<file path="config.mk">
export PLATFORM = sky130hd
export DESIGN_NAME = tri_bus_arbiter
export DESIGN_NICKNAME = d
export VERILOG_FILES = /design/src/rtl/tri_bus_arbiter.sv
export SDC_FILE = /design/constraint.sdc
export NUM_CORES = 1
export LEC_CHECK = 0
export BUFFER_PORTS_ARGS = -buffer_cell sky130_fd_sc_hd__buf_4
export CORE_MARGIN = 2
export CORE_UTILIZATION = 30
export CTS_BUF_LIST = sky130_fd_sc_hd__clkbuf_4
export DETAILED_ROUTE_END_ITERATION = 10
export PLACE_DENSITY = 0.6
export SYNTH_ARGS = -nofsm -noshare
export SYNTH_HDL_FRONTEND = slang
export SYNTH_SLANG_ARGS = --single-unit
</file>
<file path="constraint.sdc">
create_clock -name i_clk -period 1.8 [get_ports i_clk]
set_input_delay 0 -clock i_clk [delete_from_list [all_inputs] [get_ports i_clk]]
set_output_delay 0 -clock i_clk [all_outputs]
set_load 0.02 [all_outputs]
</file>
<file path="src/rtl/tri_bus_arbiter.sv">
// ============================================================================
// Module   : tri_bus_arbiter
// Purpose  : Round-robin owner selection for a shared tri-state bus, with an
//            all-released turnaround gap between successive owners.
// Revision : 1.0  initial release
// ============================================================================
`timescale 1ns/1ps
`default_nettype none

module tri_bus_arbiter #(
    parameter int NUM_REQ    = 4,
    parameter int MAX_HOLD   = 8,
    parameter int TURNAROUND = 1
) (
    input  logic                       i_clk,
    input  logic                       i_rst,
    input  logic [NUM_REQ-1:0]         i_req,
    output logic [NUM_REQ-1:0]         o_grant,
    output logic [NUM_REQ-1:0]         o_drive_en,
    output logic [$clog2(NUM_REQ)-1:0] o_owner,
    output logic                       o_busy
);

    localparam int IDX_W  = $clog2(NUM_REQ);
    localparam int HOLD_W = $clog2(MAX_HOLD + 1);
    localparam int TURN_W = $clog2(TURNAROUND + 1);

    typedef enum logic [1:0] {
        ST_IDLE  = 2'd0,
        ST_GRANT = 2'd1,
        ST_TURN  = 2'd2
    } state_t;

    state_t              state_q;
    logic [NUM_REQ-1:0]  grant_q;
    logic [NUM_REQ-1:0]  drive_en_q;
    logic [IDX_W-1:0]    owner_q;
    logic [IDX_W-1:0]    rr_q;
    logic [HOLD_W-1:0]   hold_q;
    logic [TURN_W-1:0]   turn_q;
    logic                busy_q;

    logic                win_vld;
    logic [IDX_W-1:0]    win_idx;
    logic [IDX_W:0]      cand;
    logic [NUM_REQ-1:0]  win_oh;
    logic                others_pending;
    logic                owner_req;
    logic [IDX_W-1:0]    rr_next;

    // Scan downward so the closest set bit at or after the pointer is the last one written.
    always_comb begin
        win_vld = 1'b0;
        win_idx = '0;
        cand    = '0;
        for (int i = NUM_REQ - 1; i >= 0; i--) begin
            cand = {1'b0, rr_q} + (IDX_W+1)'(i);
            if (cand >= (IDX_W+1)'(NUM_REQ)) begin
                cand = cand - (IDX_W+1)'(NUM_REQ);
            end
            if (i_req[cand[IDX_W-1:0]]) begin
                win_vld = 1'b1;
                win_idx = cand[IDX_W-1:0];
            end
        end
    end

    assign win_oh         = {{(NUM_REQ-1){1'b0}}, 1'b1} << win_idx;
    assign others_pending = |(i_req & ~grant_q);
    assign owner_req      = i_req[owner_q];
    assign rr_next        = (owner_q == IDX_W'(NUM_REQ - 1)) ? '0 : owner_q + 1'b1;

    // The hold budget only runs while someone else is waiting, so a lone owner
    // that is later joined by a competitor still gets a full MAX_HOLD window.
    always_ff @(posedge i_clk or posedge i_rst) begin
        if (i_rst) begin
            state_q    <= ST_IDLE;
            grant_q    <= '0;
            drive_en_q <= '0;
            owner_q    <= '0;
            rr_q       <= '0;
            hold_q     <= '0;
            turn_q     <= '0;
            busy_q     <= 1'b0;
        end else begin
            case (state_q)
                ST_IDLE: begin
                    if (win_vld) begin
                        state_q    <= ST_GRANT;
                        grant_q    <= win_oh;
                        drive_en_q <= win_oh;
                        owner_q    <= win_idx;
                        hold_q     <= '0;
                        busy_q     <= 1'b1;
                    end
                end
                ST_GRANT: begin
                    if (!owner_req || (others_pending && hold_q >= HOLD_W'(MAX_HOLD - 1))) begin
                        state_q    <= ST_TURN;
                        grant_q    <= '0;
                        drive_en_q <= '0;
                        rr_q       <= rr_next;
                        hold_q     <= '0;
                        turn_q     <= '0;
                    end else if (others_pending) begin
                        if (hold_q != HOLD_W'(MAX_HOLD)) begin
                            hold_q <= hold_q + 1'b1;
                        end
                    end else begin
                        hold_q <= '0;
                    end
                end
                ST_TURN: begin
                    if (turn_q == TURN_W'(TURNAROUND - 1)) begin
                        turn_q <= '0;
                        if (win_vld) begin
                            state_q    <= ST_GRANT;
                            grant_q    <= win_oh;
                            drive_en_q <= win_oh;
                            owner_q    <= win_idx;
                            hold_q     <= '0;
                        end else begin
                            state_q <= ST_IDLE;
                            busy_q  <= 1'b0;
                        end
                    end else begin
                        turn_q <= turn_q + 1'b1;
                    end
                end
                default: begin
                    state_q    <= ST_IDLE;
                    grant_q    <= '0;
                    drive_en_q <= '0;
                    busy_q     <= 1'b0;
                end
            endcase
        end
    end

    assign o_grant    = grant_q;
    assign o_drive_en = drive_en_q;
    assign o_owner    = owner_q;
    assign o_busy     = busy_q;

endmodule

`default_nettype wire

</file>
Word-level counts from Yosys, hierarchy flattened
Index checks and enable logic that the tools add are counted.

$add $sub $neg: 10. $lt $le $gt $ge: 10. Equality and inequality tests: 9. Shift-type cells: 1. Muxes and demuxes: 51. Bitwise operators: 3. Reduce and logical (&&, ||, !) cells: 15.

Operator list (count): 4-bit 2-to-1 mux (10); 4-bit case mux with 3 select lines (3); 2-bit 2-to-1 mux (14); 2-bit by 3-bit less-than comparator with 1-bit output, second input constant (5); 1-bit 2-to-1 mux (15); 1-bit binary-select mux with 2-bit select (5); 3-bit greater-or-equal comparator, second input constant (3); 2-bit inequality test, second input constant (4); 4-bit inequality test, second input constant (2); 2-bit AND reduction (4); 2-bit by 1-bit subtractor with 2-bit output, second input constant (4); 2-bit by 2-bit adder with 3-bit output, second input constant (2); 2-bit case mux with 3 select lines (1); 3-bit AND reduction (2); 4-bit by 1-bit adder with 4-bit output, second input constant (1); 4-bit bitwise AND (1); 2-bit equality test, second input constant (2); 4-bit by 3-bit greater-or-equal comparator with 1-bit output, second input constant (1); 4-bit inverter (1); 2-bit case mux with 2 select lines (1); 4-bit AND reduction (1); 2-bit nonzero test (2); 4-bit OR reduction (1); 1-bit by 2-bit left shift with 4-bit output, first input constant (1); 13 further kinds (13).

Bits in registers: 20. Input bits: 6. Output and inout bits: 11. Logic and storage cells: 107.

Depth between registers and ports, before layout
Depth in word-level cells: 13. Mapped depth: 5. Gate-level depth less buffers: 5.

Least setup slack after synthesis
No wires, ideal clock.

Path type: register to register. Start: register owner_q[1], in the netlist o_owner[1]. End: register hold_q[0]. Library setup time: 125 ps. Arrival: 1632 ps. Data required time: 1675 ps. Setup slack: 43 ps. Stages on the path, launching flop included: 5. Buffers on the path: 0. Period minus slack after synthesis: 1757 ps. Path through: dfrtp_1 > mux4_2 > and3b_4 > and3_4 > mux2_2.

Cells in the longest elaborated chain, start to end: 6. Elaborated cells between the ends (all ways): 8. Those cells by class: eq/ne (1); mux (4); reduce/logical (3).

Ends and longest elaborated chain: start, declared (RTL line 37) `logic [IDX_W-1:0] owner_q;`; start signal, assigned (RTL line 92) `owner_q <= win_idx;`; start signal, assigned (RTL line 120) `owner_q <= win_idx;`; 1-bit binary-select mux with 2-bit select * (RTL line 70) `assign owner_req = i_req[owner_q];`; 1-bit 2-to-1 mux (not written as such) * (RTL line 70); 1-bit zero test * (RTL line 98) `if (!owner_req || (others_pending && hold_q >= HOLD_W'(MAX_HOLD - 1))) begin`; 1-bit logical OR * (RTL line 98); 4-bit inequality test (no line) or 4-bit 2-to-1 mux (tied branches); 3-bit AND reduction (no line) or 4-bit case mux with 3 select lines (tied branches); end signal, assigned (RTL line 107) `hold_q <= hold_q + 1'b1;`; end, declared (RTL line 39) `logic [HOLD_W-1:0] hold_q;`.

Every way passes the cells marked *; elsewhere a longest branch is shown, timed or not. The select of a mux whose other input is x is not followed. A chain may end at the register's enable or synchronous reset.

Worst setup path after layout
Ends and elaborated chain as after synthesis.

==> flow_summary.yaml <==
pwr:
  clockPowerShare: 0.132
  internal_power_uw: 941
  switching_share: 0.417
  powerDensity_nw_per_um2: 1550
  power_leakage_nw: 0.510
  p_sw_uw: 673
  ir_drop_mv: 0.820
  comb_power_share: 0.491
  power_frac_seq: 0.377
critical_path:
  r2r_cells: 4
  path_delay_family: "multiplexers"
  critPathSlowestCell: "mux4_2"
  worst_r2r_startpoint: "o_owner[1]"
  critPathMaxFanout: 4
  rr_endpoint: "hold_q[0]"
  arrival_ns: 1.90
  path_cells: "mux4_2 -> and3b_4 -> and3_4 -> mux2_2"
  crit_required_ns: 1.97
  critPathLaunch: "o_owner[1]"
  path_class: "reg -> reg"
  critPathBufInv: 0
  cp-end-kind: "flip-flop"
  max_stage_delay_ns: 0.55
  crit_path_start_kind: "flip-flop"
  rrSetupSlack_ns: 0.07
logic_synthesis:
  synth-compound-area-share: 0.188
  synthAdderAreaFrac: 0.0431
  syn_avg_cell_area_um2: 10.4
  synth_xor_area_frac: 0
  synth_simple_gate_area_frac: 0.188
  yosysSeqAreaShare: 0.431
  synth_cells: 84
  synth_mux_area_frac: 0.0761
  syn_nets: 93
  yosys.cell_types.count: 33
  syn_area_um2: 871
  yosys_warnings: 0
  synth_top_family_by_area: "simple AND/OR/NAND/NOR gates"
  ys_ff_latch: 15
detailed_routing:
  routed_wl_um: 1830
  drc: 0
  ant_nets: 0
  wire_per_inst_um: 14.0
  drt_iter0_markers: 21
  firstDrtPassIters: 4
  vias: 678
  via_per_inst: 5.18
placement:
  numPortBuffers: 16
  place_hpwl_um: 1350
  place.gp.congestion: 0.765
floorplan:
  pin_count: 17
  core_um2: 2760
  rows: 19
  die_h_um: 57.9
  die_w_um: 57.9
  dieArea_um2: 3350
  initial_core_util: 0.316
cts:
  cts_root_buffer: "clkbuf_4"
  clock_sinks: 15
  clock_path_buffers: 2
  clk_latency_ns: 0.28
  path_clk_slew_ns: 0.09
  cts_buffers: 3
  postCtsSetupBuffers: 0
  cts_max_level: 1
  cts_tree: "yes"
min_path:
  hold_path_end: "o_busy"
  hold_class: "in -> reg"
  holdPathStages: 5
  holdCritStartpoint: "i_req[0]"
timing:
  skew_ns: 0.00148
  worstMarginPinSlew_ns: 0.589
  hold_viol_final: 0
  setup_viol: 0
  drv_slew: 0
  finalCriticalPeriod_ns: 1.73
  rsz0062_at_grt: "false"
  max_freq_ghz: 0.579
  fin_crit_sh: 0.959
  relSlewSlack: 0.607
  fin_setup_tns_ns: 0
global_routing:
  track_usage: 0.127
  antenna_found_initial: 0
  first_global_vias: 646
  grt_max_degree: 16
  grt_pass1_wl_um: 3250
  gr-total-overflow: 0
final_layout:
  final_common_cell: "buf_4"
  final_util: 0.377
  n_fill_cell: 298
  diodes: 0
  nNetsFinal: 110
  areaGrowthSynthToFinish_pct: 19.4
  final_cell_mix: "buf_4, dfrtp_1, inv_1, nor2b_1, nand2_1"
  drive_gt1_frac: 0.320
status:
  status: "finished, final reports clean"
run:
  cap_violations: 0
==> worst reg2reg max path: stages, from the launching register on <==
cell	delay [ns]
dfrtp_1	0.43
mux4_2	0.55
and3b_4	0.22
and3_4	0.16
mux2_2	0.26
==> final cells by class <==
type | count | area (µm²) | share of cell area
flip-flops and latches | 15 | 375 | 0.361
repair buffers | 17 | 130 | 0.125
well taps | 31 | 38.8 | 0.0373
inverters | 8 | 30.0 | 0.0289
multi-input cells | 56 | 435 | 0.419
clock buffers | 4 | 30.0 | 0.0289
==> repair_timing <==
action	4_1_cts	5_1_grt
hold endpoints to repair	15	0
hold buffers	1	0
resized for setup	0	1
setup endpoints to repair	0	4
==> state kept, by name, indices dropped and copies added, names as in the netlist <==
name	cells
hold_q	4
o_busy	1
o_grant	4
o_owner	2
rr_q	2
state_q	2
==> stage by stage <==
stage	std cells	hold slack [ns]	power [mW]	setup WS, ns	area, µm²
finish	131	0.186	1.61	0.0741	1040
CTS	131	0.180	1.63	0.0267	1040
floorplan	84	-0.0985	1.17	0.0432	871
global route	131	0.182	1.75	0.0220	1040
global placement	126	0.0969	1.39	0.143	996
detailed placement	126	0.105	1.41	0.0398	996
==> power groups by stage <==
stage | clock, mW | sequential (mW) | combinational [mW]
global placement | 0 | 0.611 | 0.776
global route | 0.237 | 0.636 | 0.880
finish | 0.213 | 0.608 | 0.793
detailed placement | 0 | 0.615 | 0.792
CTS | 0.219 | 0.610 | 0.797
floorplan | 0 | 0.657 | 0.516
==> worst max path at each step <==
stage | slack [ns] | end | cells past startpoint
final | 0.07 | hold_q[0] | 4
after global routing | 0.02 | hold_q[0] | 4
after CTS | 0.03 | o_grant[2] | 4
after detailed placement | 0.04 | o_grant[2] | 4
after global placement | 0.14 | o_grant[0] | 4
after floorplan | 0.04 | hold_q[0] | 4
==> Yosys cell counts <==
master     number  area [µm²]
a21o_1          3        22.5
a21oi_1         4        20.0
a21oi_2         1        8.76
a22o_1          2        17.5
a311oi_1        1        8.76
a41o_1          1        10.0
and3_1          1        6.26
and3_4          1        11.3
and3b_4         1        12.5
buf_4           4        30.0
clkbuf_1        1        3.75
dfrtp_1        15         375
ha_1            3        37.5
inv_1           8        30.0
mux2_2          3        33.8
mux2i_1         1        10.0
mux4_2          1        22.5
nand2_1         5        18.8
nand2b_1        3        18.8
nor2_1          3        11.3
nor2b_1         5        31.3
nor2b_4         1        13.8
nor3_1          2        10.0
nor4_1          1        6.26
o21a_1          1        7.51
o21ai_0         3        15.0
o21bai_1        1        7.51
o22ai_1         2        12.5
o2bb2ai_1       2        17.5
o41ai_2         1        16.3
or2_2           1        6.26
or3_1           1        6.26
or4_4           1        11.3
==> cell families after synthesis <==
logic type | count (synthesis)
buffers and inverters | 13
flip-flops | 15
adder cells (fa/ha/maj) | 3
multiplexers | 5
AO/OA/AOI/OAI | 22
AND/OR/NAND/NOR | 26
==> per-layer routing <==
metal  routed length (µm)  vias up  share of wire  track usage
met3                   79        0          0.043       0.0491
met4                    0        0              0       0.0299
met1                  899      330           0.49        0.187
li1                     -      330              -            -
met5                    0        -              0            0
met2                  850       18           0.46        0.175
Note: power is estimated with default switching activity, not from simulation.
